## config.mk

```make
export PLATFORM = sky130hd
export DESIGN_NAME = music_sequencer
export DESIGN_NICKNAME = d
export VERILOG_FILES = /design/src/rtl/music_pkg.sv /design/src/rtl/music_sequencer.sv
export SDC_FILE = /design/constraint.sdc
export NUM_CORES = 1
export LEC_CHECK = 0
export CAP_MARGIN = 20
export CORE_MARGIN = 5
export CORE_UTILIZATION = 45
export DETAILED_ROUTE_END_ITERATION = 10
export PLACE_DENSITY = 0.75
export SYNTH_ARGS = -nofsm -noshare
export SYNTH_HDL_FRONTEND = slang
export SYNTH_SLANG_ARGS = --single-unit
```

## constraint.sdc

```tcl
create_clock -name clk_4hz -period 2.7 [get_ports clk_4hz]
set_input_delay 0.54 -clock clk_4hz [delete_from_list [all_inputs] [get_ports clk_4hz]]
set_output_delay 0.54 -clock clk_4hz [all_outputs]
set_load 0.005 [all_outputs]
```

## src/rtl/music_pkg.sv

```systemverilog
// Shared types and score-entry layout for the beat-level music sequencer.
// A score entry is {end_flag, dur, note}; a note code of zero is a rest.
package music_pkg;

  localparam int OFS_W_DEF     = 6;
  localparam int SONG_W_DEF    = 2;
  localparam int NUM_SONGS_DEF = 4;
  localparam int NOTE_W_DEF    = 12;
  localparam int DUR_W_DEF     = 3;

  localparam int DUR_LSB = NOTE_W_DEF;
  localparam int END_BIT = NOTE_W_DEF + DUR_W_DEF;
  localparam int ENTRY_W = END_BIT + 1;

  localparam logic [NOTE_W_DEF-1:0] REST_CODE = '0;

  typedef enum logic [1:0] {
    ST_IDLE    = 2'd0,
    ST_PLAYING = 2'd1,
    ST_PAUSED  = 2'd2
  } state_e;

  function automatic logic [ENTRY_W-1:0] mk_entry(input logic end_flag,
                                                  input logic [DUR_W_DEF-1:0] dur,
                                                  input logic [NOTE_W_DEF-1:0] note);
    logic [ENTRY_W-1:0] e;
    e = '0;
    e[END_BIT]                   = end_flag;
    e[DUR_LSB +: DUR_W_DEF]      = dur;
    e[NOTE_W_DEF-1:0]            = note;
    return e;
  endfunction

endpackage

```

## src/rtl/music_sequencer.sv

```systemverilog
// Beat-level score sequencer: one beat per clk_4hz edge, per-note durations,
// song select, play/pause/stop/next and loop. The score ROM sits outside.
module music_sequencer
  import music_pkg::*;
#(
  parameter int OFS_W     = OFS_W_DEF,
  parameter int SONG_W    = SONG_W_DEF,
  parameter int NUM_SONGS = NUM_SONGS_DEF,
  parameter int NOTE_W    = NOTE_W_DEF,
  parameter int DUR_W     = DUR_W_DEF
) (
  input  logic                     clk_4hz,
  input  logic                     rst_n,
  input  logic                     play,
  input  logic                     pause,
  input  logic                     stop,
  input  logic                     next_song,
  input  logic                     loop_en,
  input  logic [SONG_W-1:0]        song_sel,
  output logic [SONG_W+OFS_W-1:0]  rom_addr,
  input  logic [NOTE_W+DUR_W:0]    rom_data,
  output logic [NOTE_W-1:0]        note_code,
  output logic                     note_valid,
  output logic [SONG_W-1:0]        song_idx,
  output logic                     busy,
  output logic                     done
);

  localparam int END_POS = NOTE_W + DUR_W;
  localparam logic [NOTE_W-1:0] REST = NOTE_W'(REST_CODE);

  state_e              state_q, state_d;
  // Extra top bit marks "past the last entry of the region".
  logic [OFS_W:0]      offset_q, offset_d;
  logic [DUR_W-1:0]    dur_q, dur_d;
  logic [SONG_W-1:0]   song_q, song_d;
  logic [NOTE_W-1:0]   note_q, note_d;
  logic                vld_q, vld_d;
  logic                done_q, done_d;

  logic                ent_end;
  logic [DUR_W-1:0]    ent_dur;
  logic [NOTE_W-1:0]   ent_note;
  logic [SONG_W-1:0]   song_nxt;

  assign ent_end  = rom_data[END_POS] | offset_q[OFS_W];
  assign ent_dur  = rom_data[NOTE_W +: DUR_W];
  assign ent_note = rom_data[NOTE_W-1:0];

  always_comb begin
    if (32'(song_q) + 32'd1 == 32'(NUM_SONGS)) song_nxt = '0;
    else                                      song_nxt = song_q + 1'b1;
  end

  always_ff @(posedge clk_4hz or negedge rst_n) begin
    if (!rst_n) begin
      state_q  <= ST_IDLE;
      offset_q <= '0;
      dur_q    <= '0;
      song_q   <= '0;
      note_q   <= '0;
      vld_q    <= 1'b0;
      done_q   <= 1'b0;
    end else begin
      state_q  <= state_d;
      offset_q <= offset_d;
      dur_q    <= dur_d;
      song_q   <= song_d;
      note_q   <= note_d;
      vld_q    <= vld_d;
      done_q   <= done_d;
    end
  end

  always_comb begin
    state_d  = state_q;
    offset_d = offset_q;
    dur_d    = dur_q;
    song_d   = song_q;
    note_d   = note_q;
    vld_d    = vld_q;
    done_d   = 1'b0;
    case (state_q)
      ST_IDLE: begin
        if (stop) begin
          note_d   = REST;
          vld_d    = 1'b0;
          offset_d = '0;
        end else if (play) begin
          song_d   = song_sel;
          offset_d = '0;
          dur_d    = '0;
          state_d  = ST_PLAYING;
        end
      end
      ST_PLAYING, ST_PAUSED: begin
        if (stop) begin
          state_d  = ST_IDLE;
          note_d   = REST;
          vld_d    = 1'b0;
          offset_d = '0;
          dur_d    = '0;
        end else if (next_song) begin
          song_d   = song_nxt;
          offset_d = '0;
          dur_d    = '0;
          vld_d    = 1'b0;
          state_d  = ST_PLAYING;
        end else if (state_q == ST_PAUSED) begin
          // pause outranks play, so both together keep the block paused
          if (!pause && play) begin
            state_d = ST_PLAYING;
            vld_d   = (note_q != REST);
          end
        end else if (pause) begin
          state_d = ST_PAUSED;
          vld_d   = 1'b0;
        end else if (dur_q != '0) begin
          dur_d = dur_q - 1'b1;
        end else if (!ent_end) begin
          note_d   = ent_note;
          vld_d    = (ent_note != REST);
          dur_d    = ent_dur;
          offset_d = offset_q + 1'b1;
        end else begin
          // end marker (or region exhausted) costs one silent beat
          note_d   = REST;
          vld_d    = 1'b0;
          offset_d = '0;
          if (!loop_en) begin
            state_d = ST_IDLE;
            done_d  = 1'b1;
          end
        end
      end
      default: state_d = ST_IDLE;
    endcase
  end

  assign rom_addr   = {song_q, offset_q[OFS_W-1:0]};
  assign note_code  = note_q;
  assign note_valid = vld_q;
  assign song_idx   = song_q;
  assign busy       = (state_q != ST_IDLE);
  assign done       = done_q;

endmodule
```

==> flow_summary.yaml <==
setup_path:
  critPathMaxStageDelay_ns: 0.48
  critPathLaunchType: "flop"
  worstRegToRegCells: 6
  path_depth: 6
  endpoint_kind: "flop"
  cp-endpoint: "offset_q[5]"
  r2r-end: "offset_q[5]"
  worst-setup-path-type: "reg2reg"
  crit_start: "state_q[0]"
  critPathArrivalTime_ns: 2.47
  r2r_setup_slack_ns: 0.42
  cp_slowest_cell: "or4b_1"
  cp_top_family: "simple AND/OR/NAND/NOR gates"
  worst-path-buf-inv: 1
  cp_max_fo: 5
  worst_ep_required_time_ns: 2.88
  worstReg2RegStart: "state_q[0]"
  crit_chain: "inv_1 -> ha_1 -> or4b_1 -> a311o_1 -> or3_4 -> o31ai_1"
cts:
  numClockSinks: 28
  post_cts_buffers: 0
  cts_hold_buf: 0
  clock_path_buffers: 2
  cts_tree: "built"
  clock_latency_ns: 0.28
  cts-root-buf: "clkbuf_8"
  path_clk_slew_ns: 0.10
  cts_resized: 0
  numCtsBuffers: 3
  htree_num_levels: 1
yosys:
  synth.net_count: 238
  synth_seq_cells: 28
  synth_top_area_share_pct: 38.7
  synth_cell_types: 43
  async_flop_share_pct: 100
  ys_seq_area_share_pct: 38.7
  yosysWarnings: 0
  syn_inst: 204
  postSynthAreaPerCell_um2: 8.87
  synth_most_common_cell: "dfrtp_1"
  syn_area_um2: 1810
  synthFlopType: "dfrtp_1"
  yosys.area.top_type: "dfrtp_1"
  synth_enable_flop_cells: 0
  synth_common_cells: "dfrtp_1, inv_1, nand2_1"
  synthTopCellsByArea: "dfrtp_1, mux2i_1, ha_1"
detailed_routing:
  routed_via_density: 5.37
  wirelength_mm: 4.40
  drc: 0
  drt_iter0_drc: 103
  first_pass_iters: 5
  wl_per_cell_um: 14.7
  vias: 1610
  antenna_left: 0
floorplan:
  num_rows: 23
  core_um2: 3940
  design.portCount: 50
  die_h_um: 73.4
  die_x_um: 73.4
  dieArea_um2: 5390
  initial_core_util_pct: 45.9
timing:
  tightestPinTransition_ns: 0.512
  fmax_mhz: 438
  clock_skew_ns: 0.00260
  finalSetupViolCount: 0
  min_period_ns: 2.28
  rsz0062_at_grt: "no"
  post-route-period-util_pct: 84.5
  fin_setup_tns_ns: 0
  hold_viol: 0
  drv_slew: 0
  slew_headroom_pct: 65.9
  holdWs_ns: 0.538
finish:
  final_net_count: 285
  fillers: 344
  drive_gt1_share_pct: 7.60
  final-seq-area_um2: 701
  multi_input_area_um2: 930
  diodes: 0
  areaGrowthSynthToFinish_pct: 33.7
grt:
  grt_pass1_vias: 1567
  grt_first_pass_wirelength_mm: 7.45
  grtUsageTotal_pct: 17.5
  grt_overflow_total: 0
  antenna_found_initial: 0
  grt_max_degree: 29
run:
  drv_cap: 0
placed_design:
  place.gp.congestion: 0.889
  port_buffers: 49
  place_hpwl_mm: 3.32
hold_path:
  worstHoldPathType: "reg2reg"
run_status:
  status: "complete, no violations"
power:
  p_per_area_nw_per_um2: 731
  irDropWorstVdd_mv: 0.391
  leakagePower_nw: 1.02
## cell usage in the layout, fill, tap and decap left out, types with 5 or more instances in the layout
cell,netlist,routed
nor3_1,12,12
clkdlybuf4s50_1,0,49
nand3_1,5,5
dfrtp_1,28,28
buf_4,9,8
nor4_1,5,5
a21oi_1,6,6
nand2_1,20,20
o21ai_0,9,9
ha_1,9,9
nand2b_1,6,6
inv_1,23,23
mux2i_1,16,16
nor2_1,8,8
## power breakdown
part	switching, mW	internal, mW
clock	0.138	0.199
sequential	0.0641	0.492
combinational	0.434	0.442
## metrics by stage
step / instances / instance area (µm²) / total power, mW / worst slack, ns / util, %
after CTS: 300 / 2420 / 1.78 / 0.408 / 61.4
after global placement: 296 / 2350 / 1.43 / 0.180 / 59.6
after floorplan: 204 / 1810 / 1.10 / 0.530 / -
after global routing: 300 / 2420 / 1.90 / 0.285 / 61.4
final: 300 / 2420 / 1.77 / 0.417 / 61.4
after detailed placement: 296 / 2350 / 1.44 / 0.146 / 59.6
## registers in the layout, indices dropped and copies added (netlist names)
register	count
dur_q	3
done	1
song_idx	2
offset_q	7
note_code	12
state_q	2
note_valid	1
## metal layers
| metal | track usage [%] | share of wire (%) | vias to the layer above | routed length (µm) |
|---|---|---|---|---|
| li1 | - | - | 802 | - |
| met1 | 24.6 | 47 | 767 | 2090 |
| met2 | 28.2 | 48 | 39 | 2090 |
| met3 | 2.46 | 4.4 | 2 | 194 |
| met4 | 4.83 | 0.52 | 0 | 23 |
| met5 | 0 | 0 | - | 0 |
## worst register-to-register path: cells and delay by family, from the launching register on
| family | cells | cell delay [ns] |
|---|---|---|
| AND/OR/NAND/NOR | 2 | 0.85 |
| buffers and inverters | 1 | 0.10 |
| AO/OA/AOI/OAI | 2 | 0.59 |
| flip-flops | 1 | 0.42 |
| adder cells (fa/ha/maj) | 1 | 0.24 |
## worst min-delay path by stage
stage | start | cells after the start | slack, ns | end
5_1_grt | offset_q[5] | 1 | 0.54 | offset_q[5]
6_report | note_valid | 2 | 0.54 | note_valid
2_1_floorplan | rst_n | 0 | 0.24 | done
3_5_place_dp | offset_q[5] | 1 | 0.53 | offset_q[5]
3_3_place_gp | offset_q[5] | 1 | 0.50 | offset_q[5]
4_1_cts | offset_q[5] | 1 | 0.54 | offset_q[5]
## cells by family after synthesis
family / synth area share (%)
AOI/OAI and AO/OA: 14.0
adders and majority gates: 6.22
buffers and inverters: 9.95
DFF: 38.7
muxes: 9.47
and+or+nand+nor: 21.6
## cell type report
class | instances | share of cell area (%)
Multi-Input combinational cell | 137 | 38.4
Sequential cell | 28 | 28.9
Timing Repair Buffer | 58 | 23.6
Inverter | 23 | 3.57
Tap cell | 50 | 2.58
Clock buffer | 3 | 1.71
Clock inverter | 1 | 1.24
Note: power is estimated with default switching activity, not from simulation.
